## src/rtl/dispatch_ctrl_if.sv

```systemverilog
// Handshake bundle between ifetch, the dispatch sequencer and the decoder.
// The slave modport is the dispatch_ctrl view; the master modport is the environment view.
interface dispatch_ctrl_if;
  logic        if_valid;
  logic [31:0] if_inst;
  logic [31:0] if_pc;
  logic        if_is_jump;
  logic        if_ready;
  logic        dec_valid;
  logic [31:0] dec_inst;
  logic [31:0] dec_pc;
  logic        dec_is_jump;

  modport slave (
    input  if_valid, if_inst, if_pc, if_is_jump,
    output if_ready, dec_valid, dec_inst, dec_pc, dec_is_jump
  );

  modport master (
    output if_valid, if_inst, if_pc, if_is_jump,
    input  if_ready, dec_valid, dec_inst, dec_pc, dec_is_jump
  );
endinterface

```

## src/rtl/dispatch_ctrl.sv

```systemverilog
// In-order dispatch sequencer: buffers fetched instructions and releases at most one per
// cycle when the ROB and the target unit (RS or LSB) have room; flushes on rollback.
module dispatch_ctrl #(
  parameter int unsigned DEPTH = 2,
  parameter int unsigned PTR_W = 1
) (
  input  logic                clk,
  input  logic                rst,
  input  logic                rdy,
  input  logic                rollback,
  input  logic                rob_full,
  input  logic                rs_full,
  input  logic                lsb_full,
  dispatch_ctrl_if.slave      bus,
  output logic [31:0]         stall_cycles
);

  typedef enum logic [1:0] {RUN, STALL, FLUSH} state_t;

  typedef struct packed {
    logic [31:0] inst;
    logic [31:0] pc;
    logic        is_jump;
  } entry_t;

  localparam logic [PTR_W:0] CNT_FULL = (PTR_W+1)'(DEPTH);

  state_t                  state_q, state_d;
  entry_t [DEPTH-1:0]      fifo_q, fifo_d;
  logic   [PTR_W-1:0]      head_q, head_d, tail_q, tail_d;
  logic   [PTR_W:0]        count_q, count_d;
  logic                    dec_valid_q, dec_valid_d;
  entry_t                  dec_q, dec_d;
  logic   [31:0]           stall_q, stall_d;

  entry_t                  head_entry;
  logic                    head_valid, is_lsb, blocked, if_ready, push, issue;

  assign head_entry = fifo_q[head_q];
  assign head_valid = (count_q != '0);
  assign is_lsb     = (head_entry.inst[6:0] == 7'b0000011) ||
                      (head_entry.inst[6:0] == 7'b0100011);
  assign blocked    = head_valid && (rob_full || (is_lsb ? lsb_full : rs_full));

  // if_ready looks only at registered state so ifetch never sees a same-cycle pop.
  assign if_ready   = rst && (count_q < CNT_FULL) && (state_q != FLUSH);
  assign push       = rdy && !rollback && bus.if_valid && if_ready;
  assign issue      = rdy && !rollback && (state_q != FLUSH) && head_valid && !blocked;

  always_comb begin
    state_d     = state_q;
    fifo_d      = fifo_q;
    head_d      = head_q;
    tail_d      = tail_q;
    count_d     = count_q;
    dec_valid_d = 1'b0;
    dec_d       = dec_q;
    stall_d     = stall_q;

    if (rdy) begin
      if (rollback) begin
        state_d = FLUSH;
        head_d  = '0;
        tail_d  = '0;
        count_d = '0;
      end else begin
        if (push) begin
          fifo_d[tail_q] = '{inst: bus.if_inst, pc: bus.if_pc, is_jump: bus.if_is_jump};
          tail_d         = tail_q + PTR_W'(1);
        end
        if (issue) begin
          dec_d       = head_entry;
          dec_valid_d = 1'b1;
          head_d      = head_q + PTR_W'(1);
        end
        case ({push, issue})
          2'b10:   count_d = count_q + (PTR_W+1)'(1);
          2'b01:   count_d = count_q - (PTR_W+1)'(1);
          default: count_d = count_q;
        endcase
        if ((state_q != FLUSH) && blocked && (stall_q != '1))
          stall_d = stall_q + 32'd1;
        case (state_q)
          RUN:     if (blocked) state_d = STALL;
          STALL:   if (issue || !head_valid) state_d = RUN;
          default: state_d = RUN;
        endcase
      end
    end
  end

  always_ff @(posedge clk or negedge rst) begin
    if (!rst) begin
      state_q     <= RUN;
      fifo_q      <= '0;
      head_q      <= '0;
      tail_q      <= '0;
      count_q     <= '0;
      dec_valid_q <= 1'b0;
      dec_q       <= '0;
      stall_q     <= '0;
    end else begin
      state_q     <= state_d;
      fifo_q      <= fifo_d;
      head_q      <= head_d;
      tail_q      <= tail_d;
      count_q     <= count_d;
      dec_valid_q <= dec_valid_d;
      dec_q       <= dec_d;
      stall_q     <= stall_d;
    end
  end

  assign bus.if_ready    = if_ready;
  assign bus.dec_valid   = dec_valid_q;
  assign bus.dec_inst    = dec_q.inst;
  assign bus.dec_pc      = dec_q.pc;
  assign bus.dec_is_jump = dec_q.is_jump;
  assign stall_cycles    = stall_q;

endmodule

```

## src/flat_wrapper.sv

```systemverilog
// flat-port wrapper written by rule: the top's interface ports become plain ports
module dispatch_ctrl_flat 
#(
  parameter int unsigned DEPTH = 2,
  parameter int unsigned PTR_W = 1
)
  (clk, rst, rdy, rollback, rob_full, rs_full, lsb_full, stall_cycles, bus_if_valid, bus_if_inst, bus_if_pc, bus_if_is_jump, bus_if_ready, bus_dec_valid, bus_dec_inst, bus_dec_pc, bus_dec_is_jump);
  dispatch_ctrl_if bus_i ();
  input  logic clk;
  input  logic rst;
  input  logic rdy;
  input  logic rollback;
  input  logic rob_full;
  input  logic rs_full;
  input  logic lsb_full;
  output logic [31:0] stall_cycles;
  input wire logic [$bits(bus_i.if_valid)-1:0] bus_if_valid;
  input wire logic [$bits(bus_i.if_inst)-1:0] bus_if_inst;
  input wire logic [$bits(bus_i.if_pc)-1:0] bus_if_pc;
  input wire logic [$bits(bus_i.if_is_jump)-1:0] bus_if_is_jump;
  output wire logic [$bits(bus_i.if_ready)-1:0] bus_if_ready;
  output wire logic [$bits(bus_i.dec_valid)-1:0] bus_dec_valid;
  output wire logic [$bits(bus_i.dec_inst)-1:0] bus_dec_inst;
  output wire logic [$bits(bus_i.dec_pc)-1:0] bus_dec_pc;
  output wire logic [$bits(bus_i.dec_is_jump)-1:0] bus_dec_is_jump;
  assign bus_i.if_valid = bus_if_valid;
  assign bus_i.if_inst = bus_if_inst;
  assign bus_i.if_pc = bus_if_pc;
  assign bus_i.if_is_jump = bus_if_is_jump;
  assign bus_if_ready = bus_i.if_ready;
  assign bus_dec_valid = bus_i.dec_valid;
  assign bus_dec_inst = bus_i.dec_inst;
  assign bus_dec_pc = bus_i.dec_pc;
  assign bus_dec_is_jump = bus_i.dec_is_jump;
  dispatch_ctrl #(.DEPTH(DEPTH), .PTR_W(PTR_W)) u_core (.clk(clk), .rst(rst), .rdy(rdy), .rollback(rollback), .rob_full(rob_full), .rs_full(rs_full), .lsb_full(lsb_full), .bus(bus_i), .stall_cycles(stall_cycles));
endmodule
```

## config.mk

```make
export PLATFORM = sky130hd
export DESIGN_NAME = dispatch_ctrl_flat
export DESIGN_NICKNAME = d
export VERILOG_FILES = /design/src/rtl/dispatch_ctrl_if.sv /design/src/rtl/dispatch_ctrl.sv /design/src/flat_wrapper.sv
export SDC_FILE = /design/constraint.sdc
export NUM_CORES = 1
export LEC_CHECK = 0
export ABC_AREA = 1
export CAP_MARGIN = 20
export CORE_MARGIN = 10
export CORE_UTILIZATION = 40
export DETAILED_ROUTE_END_ITERATION = 10
export SLEW_MARGIN = 25
export SYNTH_ARGS = -nofsm -noshare
export SYNTH_HDL_FRONTEND = slang
export SYNTH_SLANG_ARGS = --single-unit
```

## constraint.sdc

```tcl
create_clock -name clk -period 2.5 [get_ports clk]
set_input_delay 0.75 -clock clk [delete_from_list [all_inputs] [get_ports clk]]
set_output_delay 0.75 -clock clk [all_outputs]
set_load 0.02 [all_outputs]
```

==> results.cfg <==
[sta]
worst_slew_pin_slew_ns = 0.767
period_needed_ns = 2.45
fin_worst_skew_ns = 0.0186
hold-worst-slack_ns = 0.294
fin_crit_sh_pct = 97.9
max_freq_mhz = 409
hold_violations = 0
maxSlewHeadroom_pct = 48.9
rsz0062_at_grt = no
slew_violations = 0
setup_viol = 0

[min_path]
hp-class = primary input to asynchronous set/reset pin

[clocking]
cts.reportedPaths.clkPinSlew_ns = 0.06
clockBufferDepth = 3
cts_made_buffers = 26
htreeDepth = 1
tritoncts = yes
cts-root-buf = clkbuf_16
clk_latency_ns = 0.53
clock_sinks = 234
cts_hold_buf = 0

[grt]
grt.total_usage_pct = 16.3
grt_max_degree = 143
grt_pass1_vias = 8294
grt_pass1_wl_um = 44800
antenna_found_initial = 1
overflow = 0

[yosys]
synth.distinct_cells = 33
syn_inst = 1131
synth.net_count = 1205
synth_seq_cells = 234
synth_enable_flop_cells = 0
ys.warnings.count = 0
avgSynthCellArea_um2 = 9.21
ys_seq_area_share_pct = 56.2
synth.cell_area_um2 = 10400
synth_flop_cell = dfrtp_1
async_flop_share_pct = 100

[critical_path]
arrival_ns = 1.70
crit_chain = clkdlybuf4s50_1
path_depth = 1
critPathMaxFanout = 8
setup.worst_path.class = register to primary output
start_kind = register
cp_top_family = buffers and inverters
crit_slowest_cell = clkdlybuf4s50_1
endpoint_kind = primary output
cpPeakStageDelay_ns = 0.68
crit_buf_inv = 1
cp.required_ns = 1.75
rr_worst_depth = 13

[final_layout]
ff_latch_area_um2 = 5860
finalNonFillerCells = 1663
multi_input_area_um2 = 4090
final_common_cell = nand2_1
final_cell_mix = 444 x nand2_1, 232 x dfrtp_1, 168 x clkdlybuf4s50_1
area_delta_synth_final_pct = 30.6
fin_util_pct = 53.5
fin_nets = 1387
final_area_um2 = 13600
fill_cells = 2345
drive_gt1_share_pct = 13.7

[status]
status = finished clean

[drt]
via_per_inst = 4.92
drt_first_pass_iters = 4
post_drt_wl_per_cell_um = 16.4
ant_nets = 0
wirelength_um = 27200
drc = 0
via_count = 8183
drtIter0Drc = 571

[floorplan]
die_height_um = 181
initial_utilization_pct = 41.0
io_pins = 172
rows = 58
die_x_um = 181
core_area_um2 = 25400
dieArea_um2 = 32900

[job]
cap_violations = 0

[power_and_ir_drop]
power_mw = 14.7
power.leakage_nw = 6.41
vdd.ir_drop.worst_mv = 0.687
powerDensity_nw_per_um2 = 1080

[placed_design]
placed_cell_area_um2 = 12700
portBuffers = 171
dp.cells = 1615
hpwlAfterDp_um = 18900
gp_congestion = 0.891
==> path summary, 6_finish.rpt <==
kind | from | to | slack [ns]
setup / recovery | u_core.stall_cycles[5] | stall_cycles[5] | 0.05
hold / removal | rst | u_core.bus.dec_pc[20] | 0.29
setup reg to reg | u_core.head_q | u_core.stall_cycles[16] | 0.28
hold reg to reg | u_core.fifo_q[54] | u_core.fifo_q[54] | 0.47
max in group asynchronous | rst | u_core.fifo_q[53] | 1.04
min in group clk | u_core.fifo_q[54] | u_core.fifo_q[54] | 0.47
==> cell usage after synthesis, types with 17 or more instances <==
library cell	n	area share, %
nand2_1	444	16
dfrtp_1	234	56
nor2_1	88	3.2
mux2_2	63	6.8
a31oi_1	61	3.7
inv_1	35	1.3
o21ai_0	31	1.5
xor2_1	28	2.4
clkbuf_1	23	0.83
buf_2	17	0.82
nor3_1	17	0.82
==> worst register-to-register path: stages (launching register included) <==
cell	delay, ns
dfrtp_2	0.54
buf_4	0.24
nand2_1	0.07
nand2_1	0.08
nand2_1	0.07
nor2_2	0.13
a21oi_1	0.10
o21ai_1	0.24
inv_2	0.09
nand2_4	0.18
nor2_8	0.07
buf_12	0.16
nand2_1	0.08
nand2_1	0.05
==> stage by stage <==
step	setup WS (ns)	TNS [ns]
final	0.0526	0
after global routing	0.00429	0
after CTS	0.0175	0
after detailed placement	-0.00595	-0.0138
after global placement	0.0266	0
after floorplan	0.298	0
==> registers in the layout (all words and copies together) (netlist names) <==
signal,cells
u_core.bus.dec_inst,32
u_core.bus.dec_is_jump,1
u_core.bus.dec_pc,32
u_core.bus.dec_valid,1
u_core.count_q,2
u_core.fifo_q,130
u_core.head_q,1
u_core.stall_cycles,32
u_core.state_q,2
u_core.tail_q,1
==> timing repair <==
| action | CTS | global route |
|---|---|---|
| endpoints found under the setup margin | 1 | 3 |
| resized for setup | 1 | 3 |
| setup buffers | 0 | 0 |
==> kinds of logic (layout without fill, tap and decap cells) <==
group / Yosys count / count (layout) / synth area share (%)
buffers and inverters: 98 / 299 / 4.61
AO/OA/AOI/OAI: 109 / 109 / 6.40
AND/OR/NAND/NOR: 595 / 595 / 23.2
multiplexers: 63 / 63 / 6.81
XOR/XNOR: 31 / 31 / 2.61
flip-flops: 234 / 234 / 56.2
adder cells (fa/ha/maj): 1 / 1 / 0.120
other: 0 / 1 / 0
==> power by group <==
part,internal [mW],total [mW],switching [mW]
combinational,2.21,4.74,2.53
clock,2.35,3.86,1.50
sequential,5.20,6.11,0.910
==> layer usage <==
metal  vias up  part of all wire, %  global-route usage, %
li1       4030                    -                      -
met1      3937                   46                   21.3
met2       178                   46                   26.8
met3        38                  5.4                   3.36
met4         0                  2.4                   4.85
met5         -                    0                      0
==> layout make-up <==
type / count / share of cell area [%]
multi-input cells: 799 / 30.1
clock inverters: 7 / 0.709
repair buffers: 212 / 16.2
flip-flops and latches: 234 / 43.1
diodes: 1 / 0.0184
inverters: 40 / 1.13
well taps: 330 / 3.04
clock buffers: 40 / 5.76
Note: power is estimated with default switching activity, not from simulation.
